## src/rtl/scie_pkg.sv

```systemverilog
// Shared definitions for the SCIE command sequencer: instruction encodings,
// FSM state type and the default data width.
package scie_pkg;

  localparam int XLEN_DEFAULT = 32;

  localparam logic [31:0] INSN_COEF = 32'd11;
  localparam logic [31:0] INSN_PUSH = 32'd43;
  localparam logic [31:0] INSN_READ = 32'd91;

  typedef enum logic [2:0] {
    IDLE,
    COEF,
    PUSH,
    GAP,
    READ,
    CAPT
  } scie_seq_state_t;

endpackage

```

## src/rtl/scie_sequencer_if.sv

```systemverilog
// Bundle of the coefficient, sample, result and SCIE issue signals of
// scie_sequencer; master = the sequencer, slave = fabric plus accelerator.
interface scie_sequencer_if #(
  parameter int NTAPS = 5,
  parameter int XLEN  = scie_pkg::XLEN_DEFAULT
);
  import scie_pkg::*;

  localparam int IW = (NTAPS > 1) ? $clog2(NTAPS) : 1;

  // valid/ready: a transfer happens on a rising edge where both are high;
  // the producer holds valid and its payload stable until that edge.
  logic            io_coef_valid;
  logic            io_coef_ready;
  logic [IW-1:0]   io_coef_idx;
  logic [XLEN-1:0] io_coef_data;

  logic            io_in_valid;
  logic            io_in_ready;
  logic [XLEN-1:0] io_in_data;

  logic            io_out_valid;
  logic            io_out_ready;
  logic [XLEN-1:0] io_out_data;

  logic            io_scie_valid;
  logic [31:0]     io_scie_insn;
  logic [XLEN-1:0] io_scie_rs1;
  logic [XLEN-1:0] io_scie_rs2;
  logic [XLEN-1:0] io_scie_rd;

  logic            io_busy;
  scie_seq_state_t dbg_state;

  modport master (
    input  io_coef_valid, io_coef_idx, io_coef_data,
    input  io_in_valid, io_in_data,
    input  io_out_ready,
    input  io_scie_rd,
    output io_coef_ready, io_in_ready,
    output io_out_valid, io_out_data,
    output io_scie_valid, io_scie_insn, io_scie_rs1, io_scie_rs2,
    output io_busy, dbg_state
  );

  modport slave (
    output io_coef_valid, io_coef_idx, io_coef_data,
    output io_in_valid, io_in_data,
    output io_out_ready,
    output io_scie_rd,
    input  io_coef_ready, io_in_ready,
    input  io_out_valid, io_out_data,
    input  io_scie_valid, io_scie_insn, io_scie_rs1, io_scie_rs2,
    input  io_busy, dbg_state
  );

endinterface

```

## src/rtl/scie_sequencer.sv

```systemverilog
// Issues COEF/PUSH/READ instructions to a SCIE pipelined FIR accelerator and
// returns each result on a valid/ready stream. SCIE_SEQ_PERF_EN adds perf counters.
module scie_sequencer
  import scie_pkg::*;
#(
  parameter int NTAPS = 5,
  parameter int XLEN  = XLEN_DEFAULT
) (
  input  logic                clock,
  input  logic                reset,
  scie_sequencer_if.master    bus
`ifdef SCIE_SEQ_PERF_EN
  ,
  output logic [31:0]         io_perf_samples,
  output logic [31:0]         io_perf_stall
`endif
);

  localparam int IW = (NTAPS > 1) ? $clog2(NTAPS) : 1;

  scie_seq_state_t state_q, state_d;
  logic            scie_valid_q, scie_valid_d;
  logic [31:0]     insn_q, insn_d;
  logic [XLEN-1:0] rs1_q, rs1_d;
  logic [XLEN-1:0] rs2_q, rs2_d;
  logic [XLEN-1:0] out_data_q, out_data_d;
  logic            pending_q, pending_d;

  logic            coef_ready;
  logic            in_ready;
  logic            coef_fire;
  logic            in_fire;
  logic            out_fire;
  logic [IW-1:0]   coef_idx;

  assign coef_idx   = bus.io_coef_idx;
  assign out_fire   = pending_q & bus.io_out_ready;
  assign coef_ready = (state_q == IDLE);
  // A result drained this very cycle no longer blocks the next sample,
  // which is what allows one sample every five cycles.
  assign in_ready   = (state_q == IDLE) & ~bus.io_coef_valid & (~pending_q | out_fire);
  assign coef_fire  = coef_ready & bus.io_coef_valid;
  assign in_fire    = in_ready & bus.io_in_valid;

  always_comb begin
    state_d      = state_q;
    scie_valid_d = 1'b0;
    insn_d       = insn_q;
    rs1_d        = rs1_q;
    rs2_d        = rs2_q;
    out_data_d   = out_data_q;
    pending_d    = pending_q & ~out_fire;
    case (state_q)
      IDLE: begin
        if (coef_fire) begin
          state_d      = COEF;
          scie_valid_d = 1'b1;
          insn_d       = INSN_COEF;
          rs1_d        = bus.io_coef_data;
          rs2_d        = XLEN'(coef_idx);
        end else if (in_fire) begin
          state_d      = PUSH;
          scie_valid_d = 1'b1;
          insn_d       = INSN_PUSH;
          rs1_d        = bus.io_in_data;
        end
      end
      COEF: state_d = IDLE;
      PUSH: state_d = GAP;
      GAP: begin
        state_d      = READ;
        scie_valid_d = 1'b1;
        insn_d       = INSN_READ;
      end
      READ: begin
        // The accelerator presents rd one cycle after READ, so READ is held
        // for a second cycle while the result is captured.
        state_d      = CAPT;
        scie_valid_d = 1'b1;
        insn_d       = INSN_READ;
      end
      CAPT: begin
        state_d    = IDLE;
        out_data_d = bus.io_scie_rd;
        pending_d  = 1'b1;
      end
      default: state_d = IDLE;
    endcase
  end

  always_ff @(posedge clock) begin
    if (reset) begin
      state_q      <= IDLE;
      scie_valid_q <= 1'b0;
      insn_q       <= '0;
      rs1_q        <= '0;
      rs2_q        <= '0;
      out_data_q   <= '0;
      pending_q    <= 1'b0;
    end else begin
      state_q      <= state_d;
      scie_valid_q <= scie_valid_d;
      insn_q       <= insn_d;
      rs1_q        <= rs1_d;
      rs2_q        <= rs2_d;
      out_data_q   <= out_data_d;
      pending_q    <= pending_d;
    end
  end

  assign bus.io_coef_ready = coef_ready;
  assign bus.io_in_ready   = in_ready;
  assign bus.io_out_valid  = pending_q;
  assign bus.io_out_data   = out_data_q;
  assign bus.io_scie_valid = scie_valid_q;
  assign bus.io_scie_insn  = insn_q;
  assign bus.io_scie_rs1   = rs1_q;
  assign bus.io_scie_rs2   = rs2_q;
  assign bus.io_busy       = (state_q != IDLE) | pending_q;
  assign bus.dbg_state     = state_q;

`ifdef SCIE_SEQ_PERF_EN
  logic [31:0] perf_samples_q, perf_samples_d;
  logic [31:0] perf_stall_q, perf_stall_d;

  always_comb begin
    perf_samples_d = perf_samples_q + {31'd0, (state_q == CAPT)};
    perf_stall_d   = perf_stall_q + {31'd0, (pending_q & ~bus.io_out_ready)};
  end

  always_ff @(posedge clock) begin
    if (reset) begin
      perf_samples_q <= '0;
      perf_stall_q   <= '0;
    end else begin
      perf_samples_q <= perf_samples_d;
      perf_stall_q   <= perf_stall_d;
    end
  end

  assign io_perf_samples = perf_samples_q;
  assign io_perf_stall   = perf_stall_q;
`endif

endmodule

```

## src/flat_wrapper.sv

```systemverilog
// flat-port wrapper written by rule: the top's interface ports become plain ports
module scie_sequencer_flat import scie_pkg::*;
#(
  parameter int NTAPS = 5,
  parameter int XLEN  = XLEN_DEFAULT
)
  (clock, reset, bus_io_coef_valid, bus_io_coef_idx, bus_io_coef_data, bus_io_in_valid, bus_io_in_data, bus_io_out_ready, bus_io_scie_rd, bus_io_coef_ready, bus_io_in_ready, bus_io_out_valid, bus_io_out_data, bus_io_scie_valid, bus_io_scie_insn, bus_io_scie_rs1, bus_io_scie_rs2, bus_io_busy, bus_dbg_state);
  scie_sequencer_if #(.NTAPS(NTAPS), .XLEN(XLEN)) bus_i ();
  input  logic clock;
  input  logic reset;
  input wire logic [$bits(bus_i.io_coef_valid)-1:0] bus_io_coef_valid;
  input wire logic [$bits(bus_i.io_coef_idx)-1:0] bus_io_coef_idx;
  input wire logic [$bits(bus_i.io_coef_data)-1:0] bus_io_coef_data;
  input wire logic [$bits(bus_i.io_in_valid)-1:0] bus_io_in_valid;
  input wire logic [$bits(bus_i.io_in_data)-1:0] bus_io_in_data;
  input wire logic [$bits(bus_i.io_out_ready)-1:0] bus_io_out_ready;
  input wire logic [$bits(bus_i.io_scie_rd)-1:0] bus_io_scie_rd;
  output wire logic [$bits(bus_i.io_coef_ready)-1:0] bus_io_coef_ready;
  output wire logic [$bits(bus_i.io_in_ready)-1:0] bus_io_in_ready;
  output wire logic [$bits(bus_i.io_out_valid)-1:0] bus_io_out_valid;
  output wire logic [$bits(bus_i.io_out_data)-1:0] bus_io_out_data;
  output wire logic [$bits(bus_i.io_scie_valid)-1:0] bus_io_scie_valid;
  output wire logic [$bits(bus_i.io_scie_insn)-1:0] bus_io_scie_insn;
  output wire logic [$bits(bus_i.io_scie_rs1)-1:0] bus_io_scie_rs1;
  output wire logic [$bits(bus_i.io_scie_rs2)-1:0] bus_io_scie_rs2;
  output wire logic [$bits(bus_i.io_busy)-1:0] bus_io_busy;
  output wire logic [$bits(bus_i.dbg_state)-1:0] bus_dbg_state;
  assign bus_i.io_coef_valid = bus_io_coef_valid;
  assign bus_i.io_coef_idx = bus_io_coef_idx;
  assign bus_i.io_coef_data = bus_io_coef_data;
  assign bus_i.io_in_valid = bus_io_in_valid;
  assign bus_i.io_in_data = bus_io_in_data;
  assign bus_i.io_out_ready = bus_io_out_ready;
  assign bus_i.io_scie_rd = bus_io_scie_rd;
  assign bus_io_coef_ready = bus_i.io_coef_ready;
  assign bus_io_in_ready = bus_i.io_in_ready;
  assign bus_io_out_valid = bus_i.io_out_valid;
  assign bus_io_out_data = bus_i.io_out_data;
  assign bus_io_scie_valid = bus_i.io_scie_valid;
  assign bus_io_scie_insn = bus_i.io_scie_insn;
  assign bus_io_scie_rs1 = bus_i.io_scie_rs1;
  assign bus_io_scie_rs2 = bus_i.io_scie_rs2;
  assign bus_io_busy = bus_i.io_busy;
  assign bus_dbg_state = bus_i.dbg_state;
  scie_sequencer #(.NTAPS(NTAPS), .XLEN(XLEN)) u_core (.clock(clock), .reset(reset), .bus(bus_i));
endmodule
```

## config.mk

```make
export PLATFORM = sky130hd
export DESIGN_NAME = scie_sequencer_flat
export DESIGN_NICKNAME = d
export VERILOG_FILES = /design/src/rtl/scie_pkg.sv /design/src/rtl/scie_sequencer_if.sv /design/src/rtl/scie_sequencer.sv /design/src/flat_wrapper.sv
export SDC_FILE = /design/constraint.sdc
export NUM_CORES = 1
export LEC_CHECK = 0
export BUFFER_PORTS_ARGS = -buffer_cell sky130_fd_sc_hd__buf_4
export CAP_MARGIN = 20
export CORE_ASPECT_RATIO = 1.4
export CORE_MARGIN = 2
export CORE_UTILIZATION = 41
export DETAILED_ROUTE_END_ITERATION = 7
export PLACE_DENSITY = 0.8
export SYNTH_ARGS = -nofsm -noshare
export SYNTH_HDL_FRONTEND = slang
export SYNTH_SLANG_ARGS = --single-unit
```

## constraint.sdc

```tcl
create_clock -name clock -period 1.98 [get_ports clock]
set_input_delay 0.396 -clock clock [delete_from_list [all_inputs] [get_ports clock]]
set_output_delay 0.396 -clock clock [all_outputs]
set_load 0.03 [all_outputs]
```

# After elaboration in Yosys (flattened, before gate mapping)
# Index checks and enable logic that the tools add are counted.
[classes] mux=12 reduce_logical=8 bitwise=11 n_eq_ne=5
[ops] cell="32-bit 2-to-1 mux" count=4
[ops] cell="32-bit one-hot mux with 2 select lines" count=1
[ops] cell="3-bit one-hot mux with 4 select lines" count=1
[ops] cell="1-bit bitwise AND" count=6
[ops] cell="3-bit by 2-bit equality test with 1-bit output, second input constant" count=2
[ops] cell="3-bit equality test, second input constant" count=2
[ops] cell="3-bit 2-to-1 mux" count=2
[ops] cell="2-bit AND reduction" count=3
[ops] cell="2-bit nonzero test" count=2
[ops] cell="3-bit zero test" count=1
[ops] cell="1-bit 2-to-1 mux" count=3
[ops] cell="3-bit inequality test, second input constant" count=1
[ops] cell="1-bit NOT" count=3
[ops] cell="3-bit nonzero test" count=1
[ops] cell="1-bit OR" count=2
[ops] cell="1-bit one-hot mux with 2 select lines" count=1
[ops] cell="2-bit OR reduction" count=1
[word_totals] reg_bits=104 out_inout_bits=136 inputBits=104 wordCells=43

# Depth between registers and ports, before layout
# Gate-level depths: netlist (run 1).
[logic_depth] ltp_word=7 ltp_mapped=7 ltp_nobuf=4

# Least setup slack after synthesis (run 1)
# OpenSTA, ideal clock, no wires.
[synth_timing] kind="flip-flop to flip-flop" start="register u_core.state_q[0], in the netlist u_core.bus.dbg_state[0]" end="register u_core.rs1_q[14], in the netlist u_core.bus.io_scie_rs1[14]" path_slack_ps=94 t_arrival_ps=1767 required_ps=1861 n_path_buf=2 stages_incl_launch_ff=6 cell_sequence="dfxtp_1 buf_4 nor3_4 nand4_1 clkbuf_1 o221a_2"
[synth_via] elab_chain_cells=6
[synth_lines] element="start, declared" line="scie_sequencer.sv:21" text="scie_seq_state_t state_q, state_d;"
[synth_lines] element="start signal, assigned" line="scie_sequencer.sv:101" text="state_q <= state_d;"
[synth_lines] element="3-bit zero test *" line="scie_sequencer.sv:38" text="assign coef_ready = (state_q == IDLE);"
[synth_lines] element="via bus_io_coef_ready" line="flat_wrapper.sv:18" text="output wire logic [$bits(bus_i.io_coef_ready)-1:0] bus_io_coef_ready;"
[synth_lines] element="1-bit bitwise AND (2 in a row)" line="scie_sequencer.sv:41" text="assign in_ready = (state_q == IDLE) & ~bus.io_coef_valid & (~pending_q | out_fire);"
[synth_lines] element="1-bit bitwise AND" line="scie_sequencer.sv:43" text="assign in_fire = in_ready & bus.io_in_valid;"
[synth_lines] element="2-bit nonzero test (no line)"
[synth_lines] element="2-bit AND reduction (no line)"
[synth_lines] element="end signal, assigned" line="scie_sequencer.sv:104" text="rs1_q <= rs1_d;"
[synth_lines] element="end, declared" line="scie_sequencer.sv:24" text="logic [XLEN-1:0] rs1_q, rs1_d;"
# Mark *: on every way through the listed nets, which the timed path passes. The rest lies on a longest branch.
# A chain may end at the register's enable or synchronous reset.

# Final worst setup path (run 1)
[layout_timing] start="register u_core.state_q[2], in the netlist u_core.bus.dbg_state[2]" end="output port bus_io_in_ready"
[layout_via] elab_chain_cells=3
[layout_lines] element="3-bit zero test" line="scie_sequencer.sv:41"
[layout_lines] element="1-bit bitwise AND (2 in a row)" line="scie_sequencer.sv:41"
[layout_lines] element="end, declared" line="flat_wrapper.sv:19" text="output wire logic [$bits(bus_i.io_in_ready)-1:0] bus_io_in_ready;"
# Every way passes these cells.

==> impl_metrics.toml, run 1 <==
[status]
status = "completed"

[finish]
drive_gt1_share_pct = 44.5
final_cell_area_sq_um = 4810
finalNonFillerCells = 666
area_growth_pct = 42.6
fillers = 729
diodes = 0
layout.nets = 663
finalCoreUtilization_pct = 59.4

[yosys]
synth_edf_count = 0
synth_area_leaders = "dfxtp_1, buf_4, o221a_2"
synthCells = 389
synth_flop_cell = "dfxtp_1"
syn_area_sq_um = 3370
yosysWarnings = 0
avgSynthCellArea_sq_um = 8.67
yosysMostFrequentCell = "dfxtp_1"
ys_ff_latch = 75
synthDistinctLibCells = 29
yosysTopAreaCell = "dfxtp_1"
yosysTopAreaCellShare_pct = 44.5
ys_top_cells_by_count = "dfxtp_1, nand2_1, buf_4, nor2_1, a21oi_1"
ys_async_sr_fraction_pct = 0
yosysSeqAreaShare_pct = 44.5

[detailed_routing]
num_vias = 3209
drt_iter0_markers = 124
post_drt_via_cell_ratio = 4.82
post_drt_wl_per_cell_um = 13.7
ant_nets = 0
drcViolationCount = 0
drt_wl_total_um = 9150
dr.pass1.iters = 4

[sta]
fin_tns_setup_ns = 0
rsz0062_at_grt = "no"
fin_crit_sh_pct = 90.6
drv_slew = 0
setup_viol = 0
tightest_slew_ns = 0.622
hold_violations = 0
fin_skew_ns = 0.00449
setup_slack_ns = 0.187
fin_crit_ns = 1.79
fmaxAchievable_mhz = 558
slew_headroom_pct = 58.5
fin_hold_ws_ns = 0.301

[floorplanning]
die_w_um = 80.7
fp-row-count = 39
num_io_pins = 240
core_area_sq_um = 8100
start_util_pct = 41.7
dieArea_sq_um = 8980
die_h_um = 111

[critical_path]
cpMaxStageDelayCell = "dfxtp_1"
crit_chain = "nor3_4 > and3_1 > buf_4"
cp.required_ns = 1.58
critPathKind = "reg -> out"
max_stage_delay_ns = 0.42
cp.arrival_ns = 1.40
startpoint_type = "flip-flop"
critPathBufInv = 1
path_max_fanout = 11
cp-end-kind = "output pin"
cp_top_family = "simple AND/OR/NAND/NOR gates"
startpoint = "u_core.bus.dbg_state[2]"
r2r_start = "u_core.bus.dbg_state[2]"

[placement]
dp_cells = 650
pre_cts_slack_ns = 0.214
detailed_place_hpwl_um = 6730
place.port_buffers = 184
gp_routability_congestion = 0.703
placed_area_sq_um = 4540

[power]
p_switching_mw = 1.23
switching_share_pct = 29.8
clockPowerShare_pct = 36.2
leakage_nw = 2.28
seq_power_share_pct = 40.2
p_total_mw = 4.14
peakVddDrop_mv = 0.540
internal_power_mw = 2.90
comb_power_share_pct = 23.6
power_density_nw_per_um2 = 860

[clock_network]
cts_tree = "built"
clk_pin_slew_ns = 0.05
postCtsHoldBufs = 0
cts_buffers = 9
cts_root_buffer = "clkbuf_16"
postCtsSetupRepairBufs = 0
h-tree-depth = 3
ctsResizeCount = 0
cts.sinks = 75
clock_path_buffers = 2
worstSkewPairLatency_ns = 0.33

[global_route]
grt_first_pass_wirelength_um = 14100
grt_start_max_net_pins = 60
antenna_found_initial = 0
grt_use_total_pct = 20.1
overflow = 0
grt_pass1_vias = 3008

[worst_hold_path]
hp-class = "in -> reg"
hold_start = "bus_io_coef_idx[0]"

[run]
maxCapViolCount = 0
## sequential cells by signal, summed over array words and instances (netlist names)
| signal | flops |
|---|---|
| u_core.bus.io_scie_insn | 3 |
| u_core.bus.io_out_valid | 1 |
| u_core.bus.io_scie_rs2 | 3 |
| u_core.bus.io_scie_rs1 | 32 |
| u_core.bus.io_out_data | 32 |
| u_core.bus.io_scie_valid | 1 |
| u_core.bus.dbg_state | 3 |
## cell type report
class / count / area, sq um / area share (%)
flip-flops and latches: 75 / 1500 / 31.2
multi-input cells: 279 / 1460 / 30.4
repair buffers: 192 / 1440 / 29.9
clock buffers: 14 / 264 / 5.48
well taps: 102 / 128 / 2.65
clock inverters: 2 / 10.0 / 0.208
inverters: 2 / 7.51 / 0.156
## final timing paths
| kind | endpoint | slack (ns) | depth (start not counted) |
|---|---|---|---|
| worst min register to register | u_core.bus.io_out_data[27] | 0.45 | 2 |
| worst max register to register | u_core.bus.io_scie_rs1[10] | 0.19 | 4 |
| worst max-delay path | bus_io_in_ready | 0.19 | 3 |
| worst min-delay path | u_core.bus.io_scie_rs2[0] | 0.30 | 3 |
## cells in the final DEF (no fill, tap or decap), drive strengths merged, types with 2 or more instances in the layout
cell type / instances
mux2i: 3
o221a: 32
nand3b: 2
conb: 55
nor2: 69
clkbuf: 14
buf: 192
nand2: 64
clkinv: 2
a21oi: 37
nor3: 2
inv: 2
dfxtp: 75
nand2b: 3
## routing by layer
metal	GRT usage [%]	wire (um)	up-vias
met5	0	0	-
met4	11.3	288	0
met3	5.35	1070	20
met2	35.9	4670	170
met1	20.6	3130	1483
li1	-	-	1536
## worst reg2reg max path: cells and delay by family (launching register included)
family | cells | cell delay [ns]
and+or+nand+nor | 3 | 1.08
DFF | 1 | 0.42
AOI/OAI and AO/OA | 1 | 0.16
## cell families (layout without fill, tap and decap cells)
kind of cell	Yosys count	count (layout)	share of synthesized area [%]
simple gates	147	147	18.8
other cells	1	55	0.111
mux	3	3	0.890
compound gates	74	74	17.4
flops	75	75	44.5
buf+inv	89	210	18.3
## power by group through the flow
| stage | registers (mW) | logic, mW | clock network, mW |
|---|---|---|---|
| detailed placement | 1.69 | 0.976 | 0 |
| finish | 1.66 | 0.976 | 1.50 |
| floorplan | 1.87 | 0.520 | 0 |
| CTS | 1.66 | 0.979 | 1.53 |
| global route | 1.67 | 1.04 | 1.60 |
| global placement | 1.69 | 0.961 | 0 |
No activity file was read; power rests on OpenSTA's default activity.
==> run 2: changes to the inputs <==
Settings changed: CORE_ASPECT_RATIO 1.4 to 0.9.
==> impl_metrics.toml, run 2 (synthesis gave the netlist of run 1 again) <==
[clock_network]
postCtsSetupRepairBufs = 0
clk_pin_slew_ns = 0.08
worstSkewPairLatency_ns = 0.33
postCtsHoldBufs = 0
cts_buffers = 9
cts_tree = "built"
ctsResizeCount = 0
h-tree-depth = 3
cts_root_buffer = "clkbuf_8"
clock_path_buffers = 2
cts.sinks = 75

[placement]
placed_area_sq_um = 4560
detailed_place_hpwl_um = 6780
place.port_buffers = 184
pre_cts_slack_ns = 0.254
gp_routability_congestion = 0.856

[critical_path]
startpoint_type = "flip-flop"
cpMaxStageDelayCell = "dfxtp_1"
critPathKind = "reg -> out"
cp-end-kind = "output pin"
cp_top_family = "flip-flops"
r2r_slack_ns = 0.23
cp.arrival_ns = 1.39
critPathBufInv = 1
path_max_fanout = 12
max_stage_delay_ns = 0.45
crit_chain = "nor3_4 > and3_1 > buf_4"
cp.required_ns = 1.58

[global_route]
grt_pass1_vias = 2894
antenna_found_initial = 0
overflow = 0
grt_first_pass_wirelength_um = 13600
grt_use_total_pct = 18.8
grt_start_max_net_pins = 76

[floorplanning]
dieArea_sq_um = 8970
fp-row-count = 31
num_io_pins = 240
start_util_pct = 42.0
core_area_sq_um = 8030
die_w_um = 99.6
die_h_um = 90.1

[finish]
final_cell_area_sq_um = 4790
layout.nets = 664
fillers = 741
area_growth_pct = 41.9
mostFrequentLayoutCells = "buf_4, dfxtp_1, nand2_1"
final_common_cell = "buf_4"
drive_gt1_share_pct = 44.6
diodes = 0

[sta]
fin_hold_ws_ns = 0.300
fin_tns_setup_ns = 0
fin_crit_sh_pct = 90.4
fin_skew_ns = 0.0123
hold_violations = 0
setup_slack_ns = 0.189
tightest_slew_ns = 0.760
drv_slew = 0
setup_viol = 0
rsz0062_at_grt = "no"
fmaxAchievable_mhz = 558
fin_crit_ns = 1.79
slew_headroom_pct = 49.4

[detailed_routing]
post_drt_wl_per_cell_um = 13.7
drcViolationCount = 0
ant_nets = 0
drt_wl_total_um = 9070
post_drt_via_cell_ratio = 4.74
num_vias = 3145
dr.pass1.iters = 4
drt_iter0_markers = 92

[power]
peakVddDrop_mv = 0.425
power_density_nw_per_um2 = 842
leakage_nw = 2.27

[worst_hold_path]
hp-class = "in -> reg"

[status]
status = "completed"

[run]
maxCapViolCount = 0
## run 2: cell type report
class,count,area [sq um],area share (%)
clock inverter,4,98.8,2.06
timing repair buffer,193,1460,30.5
multi-input combinational,279,1460,30.5
clock buffer,12,135,2.82
tap,99,124,2.59
inverter,2,7.51,0.157
sequential,75,1500,31.3
## run 2: layer usage
layer | GRT usage, % | vias up | routed length, um
li1 | - | 1534 | -
met1 | 21.3 | 1430 | 3500
met2 | 33.1 | 161 | 4550
met3 | 5.99 | 20 | 856
met4 | 6.51 | 0 | 165
met5 | 0 | - | 0
## run 2: report_power, final
part           internal (mW)  switching (mW)  total (mW)
registers               1.60          0.0631        1.67
logic                  0.391           0.589       0.979
clock network          0.842           0.544        1.39
## run 2: per-stage QoR
| step | util, % | cells | power (mW) |
|---|---|---|---|
| final | 59.7 | 664 | 4.03 |
| after global routing | 59.7 | 664 | 4.19 |
| after CTS | 59.7 | 664 | 4.07 |
| after detailed placement | 56.7 | 648 | 2.68 |
| after global placement | 56.7 | 648 | 2.66 |
| after floorplan | - | 443 | 2.39 |
## run 2: path summary, 6_finish.rpt
kind / to / startpoint / cells after the start
max: bus_io_in_ready / u_core.bus.dbg_state[1] / 3
min: u_core.bus.io_out_data[21] / bus_io_scie_rd[21] / 3
max reg2reg: u_core.bus.io_scie_rs1[31] / u_core.bus.dbg_state[1] / 4
min reg2reg: u_core.bus.io_out_data[18] / u_core.bus.io_out_data[18] / 2
## run 2: tightest hold or removal path: cells and delay by family
family | cells | cell delay, ns
AO/OA/AOI/OAI | 1 | 0.05
AND/OR/NAND/NOR | 1 | 0.04
buffers and inverters | 1 | 0.11
